--- config.mk ---
export PLATFORM = sky130hd
export DESIGN_NAME = forth_boot_loader
export DESIGN_NICKNAME = d
export VERILOG_FILES = /design/src/rtl/forth_pkg.sv /design/src/rtl/forth_boot_loader.sv
export SDC_FILE = /design/constraint.sdc
export NUM_CORES = 1
export LEC_CHECK = 0
export ABC_AREA = 1
export CAP_MARGIN = 40
export CORE_UTILIZATION = 30
export CTS_BUF_LIST = sky130_fd_sc_hd__clkbuf_8 sky130_fd_sc_hd__clkbuf_16
export DETAILED_ROUTE_END_ITERATION = 16
export GPL_TIMING_DRIVEN = 0
export SYNTH_ARGS = -nofsm -noshare
export SYNTH_HDL_FRONTEND = slang
export SYNTH_SLANG_ARGS = --single-unit
--- constraint.sdc ---
create_clock -name clk -period 2.95 [get_ports clk]
set_input_delay 0.59 -clock clk [delete_from_list [all_inputs] [get_ports clk]]
set_output_delay 0.59 -clock clk [all_outputs]
set_load 0.02 [all_outputs]
--- src/rtl/forth_pkg.sv ---
// Shared definitions for the forth CPU subsystem.
//   - INSTR_WIDTH       : instruction word width (used by the CPU, the boot loader and the memory)
//   - SYNC_BYTE_DEFAULT : default frame start marker for the boot loader
//   - state_t           : boot loader state encoding
//   - in_frame()        : true in the states where a frame is being received
package forth_pkg;

    localparam int INSTR_WIDTH = 16;
    localparam logic [7:0] SYNC_BYTE_DEFAULT = 8'hA5;

    typedef enum logic [2:0] {
        ST_IDLE,
        ST_LEN_LO,
        ST_LEN_HI,
        ST_DATA_LO,
        ST_DATA_HI,
        ST_CSUM,
        ST_RUN
    } state_t;

    // The inter-byte timeout is only armed while receiving a frame.
    function automatic logic in_frame(input state_t s);
        return (s != ST_IDLE) && (s != ST_RUN);
    endfunction

endpackage

--- src/rtl/forth_boot_loader.sv ---
// Boot loader for the forth CPU. Receives a framed program image from the UART
// receiver, writes it into instruction memory and releases the CPU from reset
// only after a complete frame with a valid checksum.
// Frame: sync_byte, LEN_LO, LEN_HI, LEN words (low byte first), CSUM; the 8-bit
// sum of all bytes after sync (including CSUM) must be zero.
//   clk, reset  : clock, synchronous active-high reset
//   rx_data     : received byte, qualified by rx_valid (1-cycle strobe)
//   reload      : 1-cycle request to put the CPU back in reset and await a new frame
//   imem_we/imem_waddr/imem_wdata : instruction memory write port
//   cpu_reset   : registered CPU reset, high while loading
//   load_done   : high while the CPU runs a verified image
//   load_error  : sticky error flag, cleared by the next sync byte
module forth_boot_loader
    import forth_pkg::*;
#(
    parameter int         iaddr_width    = 10,
    parameter int         instr_width    = INSTR_WIDTH,
    parameter logic [7:0] sync_byte      = SYNC_BYTE_DEFAULT,
    parameter int         timeout_cycles = 1000000
) (
    input  logic                   clk,
    input  logic                   reset,
    input  logic [7:0]             rx_data,
    input  logic                   rx_valid,
    input  logic                   reload,
    output logic                   imem_we,
    output logic [iaddr_width-1:0] imem_waddr,
    output logic [instr_width-1:0] imem_wdata,
    output logic                   cpu_reset,
    output logic                   load_done,
    output logic                   load_error
);

    // One extra address bit so that a full-memory image (LEN = 2^iaddr_width) is legal.
    localparam int AW1  = iaddr_width + 1;
    localparam int TO_W = $clog2(timeout_cycles + 1);
    localparam logic [16:0] MAX_LEN = 17'(1) << iaddr_width;

    state_t                 state_q, state_d;
    logic [7:0]             sum_q, sum_d;
    logic [7:0]             len_lo_q, len_lo_d;
    logic [7:0]             data_lo_q, data_lo_d;
    logic [AW1-1:0]         addr_q, addr_d;
    logic [AW1-1:0]         rem_q, rem_d;
    logic [TO_W-1:0]        to_q, to_d;
    logic                   we_q, we_d;
    logic [iaddr_width-1:0] waddr_q, waddr_d;
    logic [instr_width-1:0] wdata_q, wdata_d;
    logic                   cpu_reset_q, cpu_reset_d;
    logic                   load_done_q, load_done_d;
    logic                   load_error_q, load_error_d;

    logic [7:0]  sum_plus;
    logic [15:0] len_full;
    logic        timeout;

    assign sum_plus = sum_q + rx_data;
    assign len_full = {rx_data, len_lo_q};

    always_ff @(posedge clk) begin
        if (reset) begin
            state_q      <= ST_IDLE;
            sum_q        <= '0;
            len_lo_q     <= '0;
            data_lo_q    <= '0;
            addr_q       <= '0;
            rem_q        <= '0;
            to_q         <= '0;
            we_q         <= 1'b0;
            waddr_q      <= '0;
            wdata_q      <= '0;
            cpu_reset_q  <= 1'b1;
            load_done_q  <= 1'b0;
            load_error_q <= 1'b0;
        end else begin
            state_q      <= state_d;
            sum_q        <= sum_d;
            len_lo_q     <= len_lo_d;
            data_lo_q    <= data_lo_d;
            addr_q       <= addr_d;
            rem_q        <= rem_d;
            to_q         <= to_d;
            we_q         <= we_d;
            waddr_q      <= waddr_d;
            wdata_q      <= wdata_d;
            cpu_reset_q  <= cpu_reset_d;
            load_done_q  <= load_done_d;
            load_error_q <= load_error_d;
        end
    end

    always_comb begin
        state_d      = state_q;
        sum_d        = sum_q;
        len_lo_d     = len_lo_q;
        data_lo_d    = data_lo_q;
        addr_d       = addr_q;
        rem_d        = rem_q;
        to_d         = '0;
        we_d         = 1'b0;
        waddr_d      = waddr_q;
        wdata_d      = wdata_q;
        cpu_reset_d  = cpu_reset_q;
        load_done_d  = load_done_q;
        load_error_d = load_error_q;
        timeout      = 1'b0;

        // to_q counts idle cycles already elapsed; this cycle is idle cycle to_q+1.
        // A byte in the same cycle as the expiry wins.
        if (in_frame(state_q) && !rx_valid) begin
            if (to_q == TO_W'(timeout_cycles - 1)) begin
                timeout = 1'b1;
            end else begin
                to_d = to_q + 1'b1;
            end
        end

        if (reload) begin
            // Reload beats any simultaneous byte, which is dropped.
            state_d     = ST_IDLE;
            cpu_reset_d = 1'b1;
            load_done_d = 1'b0;
        end else if (timeout) begin
            state_d      = ST_IDLE;
            load_error_d = 1'b1;
            to_d         = '0;
        end else if (rx_valid) begin
            case (state_q)
                ST_IDLE: begin
                    if (rx_data == sync_byte) begin
                        load_error_d = 1'b0;
                        sum_d        = '0;
                        addr_d       = '0;
                        state_d      = ST_LEN_LO;
                    end
                end
                ST_LEN_LO: begin
                    len_lo_d = rx_data;
                    sum_d    = sum_plus;
                    state_d  = ST_LEN_HI;
                end
                ST_LEN_HI: begin
                    sum_d = sum_plus;
                    rem_d = AW1'(len_full);
                    if ({1'b0, len_full} > MAX_LEN) begin
                        load_error_d = 1'b1;
                        state_d      = ST_IDLE;
                    end else if (len_full == 16'd0) begin
                        state_d = ST_CSUM;
                    end else begin
                        state_d = ST_DATA_LO;
                    end
                end
                ST_DATA_LO: begin
                    data_lo_d = rx_data;
                    sum_d     = sum_plus;
                    state_d   = ST_DATA_HI;
                end
                ST_DATA_HI: begin
                    sum_d   = sum_plus;
                    we_d    = 1'b1;
                    waddr_d = addr_q[iaddr_width-1:0];
                    wdata_d = instr_width'({rx_data, data_lo_q});
                    addr_d  = addr_q + 1'b1;
                    rem_d   = rem_q - 1'b1;
                    state_d = (rem_q == AW1'(1)) ? ST_CSUM : ST_DATA_LO;
                end
                ST_CSUM: begin
                    sum_d = sum_plus;
                    if (sum_plus == 8'h00) begin
                        cpu_reset_d = 1'b0;
                        load_done_d = 1'b1;
                        state_d     = ST_RUN;
                    end else begin
                        load_error_d = 1'b1;
                        state_d      = ST_IDLE;
                    end
                end
                default: begin
                    // ST_RUN: the CPU owns the UART, bytes are ignored.
                end
            endcase
        end
    end

    assign imem_we    = we_q;
    assign imem_waddr = waddr_q;
    assign imem_wdata = wdata_q;
    assign cpu_reset  = cpu_reset_q;
    assign load_done  = load_done_q;
    assign load_error = load_error_q;

endmodule

==> results by group <==
Route
  – Antenna viol nets, final: 0
  – Pre-Repair DR Iteration Count: 4
  – WL final: 12600 um
  – Residual DRC: 0
  – Vias per cell: 4.62
  – Via count: 4426
  – DR WL/cell: 13.2 um
  – Iter 0 DRT Violations: 223

Cells and area
  – Core Util, Final: 37.1%
  – Share of cells above drive strength 1: 11.6%
  – Fill cells: 1698
  – P&R area growth vs syn: 19.4%
  – Total Nets Final: 761
  – ANT cells: 0
  – Final instance count without filler cells: 958

Power
  – Worst VDD drop: 0.293 mV
  – Cell Pwr Density: 440 mW/mm2
  – LEAKAGE: 0.00236 uW

Setup path
  – CP required: 3.20 ns
  – Worst setup path start: rx_data[0]
  – Startpoint types: input pin
  – WS Path Type: input pin to register
  – CP max FO: 5
  – Crit path DAT: 2.88 ns
  – CP Capture Type: register
  – Flop2flop setup slack: 0.92 ns
  – Critical R2R Launch: sum_q[0]$_SDFFE_PP0P_

Floorplan
  – Die Span Y: 131 um
  – FP Rows: 46
  – Die Footprint: 0.0171 mm2
  – Core footprint: 0.0161 mm2
  – Starting Density: 31.0%
  – I/O Pins: 42
  – Die Width: 131 um

Logic synthesis
  – Mean area per synthesized cell: 7.26 um2
  – Asr flop ratio synth: 0%
  – Compound-Gate Fraction of Synth Area: 16.5%
  – Post-synthesis adder-cell area fraction: 3.16%
  – Synth Warn #: 0
  – EDFF count, synth: 0
  – Share of the synthesized area in the top cell type: 39.4%
  – Netlist cell types: 44
  – Post-synth top area cell: dfxtp_1
  – Top-count cell post-synth: nor2_1
  – Post-synthesis mux area share: 0%
  – Area contributors post-synth: dfxtp_1 (39%), nor2_1 (8.0%), nand2_1 (7.1%)
  – Post-synthesis simple-gate area fraction: 28.7%
  – Most instantiated cells after synthesis: nor2_1 (106), dfxtp_1 (98), nand2_1 (94)
  – Mapped Area: 0.00498 mm2
  – Syn_nets: 710
  – Largest family of logic cells by synthesized area: simple AND/OR/NAND/NOR gates
  – Post-synthesis cell count: 686
  – Yosys reg bits: 98
  – Commonest register cell after synthesis: dfxtp_1
  – Xor/xnor cell area share of the yosys netlist: 3.16%
  – Seq/Total Area, Yosys: 39.4%

GRT
  – Initial antenna violation count: 0
  – GRT Util Overall: 16.0%
  – Largest net degree at the start of global routing: 19
  – Total gr overflow: 0
  – Vias in the first global route: 4182
  – Global-route wire length before repair: 21000 um

STA
  – Tcrit/Tclk final: 89.3%
  – Tmin final: 2.63 ns
  – RSZ-0062 raised after global routing: false
  – Final Max Slew Viols: 0
  – Worst Tran Pin Value: 0.687 ns
  – Rel. slew slack: 54.2%
  – Worst Skew: 0.0126 ns
  – Fmax: 380 MHz
  – # setup viols final: 0
  – Setup TNS: 0 ns
  – Final Hold Viols: 0

Clock network
  – Worst-path clk slew: 0.08 ns
  – Cts bufs inserted: 9
  – CTS Root Buffer Type: clkbuf_16
  – CTS Hold Buffers Added: 0
  – H-tree Lvls: 3
  – # clock sinks: 98
  – CTS tree: yes
  – CTS Buffer Depth: 2
  – Post-CTS Setup Bufs: 0
  – Worst-skew pair later-pin latency: 0.36 ns
  – Post-CTS sizing: 0

Placed design
  – Placed cell count: 942
  – IO Port Bufs: 40
  – GPL Wtd Cong: 0.842
  – HPWL after DPL: 9270 um

Outcome
  – Status: finished, final reports clean

Min path
  – Hold WC Path Type: register to register
  – Worst hold start: to_q[0]$_SDFF_PP0_

Job
  – Max-cap violations: 0
placed cells by master, fill, tap and decap left out, types with 8 or more instances in the layout:
master | synthesis | layout
clkdlybuf4s50_1 | 0 | 40
nor2_1 | 106 | 106
xor2_1 | 12 | 12
a21oi_2 | 10 | 10
nand2_1 | 94 | 94
nor3_1 | 13 | 13
nand3_1 | 44 | 44
nor2_2 | 8 | 8
a21oi_1 | 50 | 50
clkbuf_16 | 0 | 9
nand2_2 | 14 | 14
clkbuf_1 | 8 | 8
dfxtp_1 | 98 | 98
inv_1 | 69 | 69
o21ai_0 | 68 | 68
nand4_1 | 10 | 10
ha_1 | 11 | 11
routing by layer:
layer / routed length [um] / vias up / GRT usage, %
li1: - / 2356 / -
met1: 6280 / 1993 / 20.7
met2: 5750 / 59 / 26.0
met3: 370 / 18 / 3.46
met4: 238 / 0 / 5.81
met5: 0 / - / 0
worst max-delay path, cell delays in order:
cell	delay, ns
clkdlybuf4s50_1	0.57
ha_1	0.32
fa_1	0.41
nand2_1	0.09
nand2_1	0.09
nand3_1	0.10
nand2_1	0.06
nand2_1	0.06
nand2_1	0.09
nor2_1	0.12
nand2_1	0.13
nand2_1	0.09
nand2_1	0.05
nand2_1	0.05
a21oi_1	0.05
final timing paths:
check / end / cells past startpoint
worst max-delay path: load_error$_SDFFE_PP0P_ / 15
worst min-delay path: to_q[0]$_SDFF_PP0_ / 1
worst max register to register: load_error$_SDFFE_PP0P_ / 14
worst min register to register: to_q[0]$_SDFF_PP0_ / 1
final cells by class:
type                    count  area (um2)  area share, %
inverters                  79         305           5.13
well taps                 216         270           4.54
repair buffers             40         400           6.73
clock inverters             6        58.8          0.988
clock buffers              10         239           4.02
multi-input cells         487        2570           43.1
plain buffers              22         149           2.50
flip-flops and latches     98        1960           33.0
per-stage QoR:
stage	cell area [um2]	power, uW	hold slack, ns	worst slack [ns]
after global routing	5950	2720	0.495	0.106
after global placement	5650	1450	0.436	-0.0509
final	5950	2620	0.453	0.316
after floorplan	4980	1410	0.418	0.872
after CTS	5950	2650	0.454	0.302
after detailed placement	5650	1450	0.438	-0.0752
state kept, by name, indices dropped and copies added (netlist names), 3 cells and up:
name        count
addr_q         10
data_lo_q       8
imem_waddr     10
imem_wdata     16
len_lo_q        8
rem_q          11
state_q         3
sum_q           8
to_q           20
power breakdown:
group          leakage (uW)  switching [uW]  internal [uW]
clock              0.000143             585            614
combinational       0.00143            70.3           30.0
sequential         0.000789           0.212           1320
total               0.00236             655           1970
cell families (layout without fill, tap and decap cells):
| group | count (synthesis) | count (layout) |
|---|---|---|
| XOR/XNOR | 18 | 18 |
| adder cells (fa/ha/maj) | 12 | 12 |
| flip-flops | 98 | 98 |
| buffers and inverters | 101 | 157 |
| AO/OA/AOI/OAI | 148 | 148 |
| AND/OR/NAND/NOR | 309 | 309 |
Note: power is estimated with default switching activity, not from simulation.
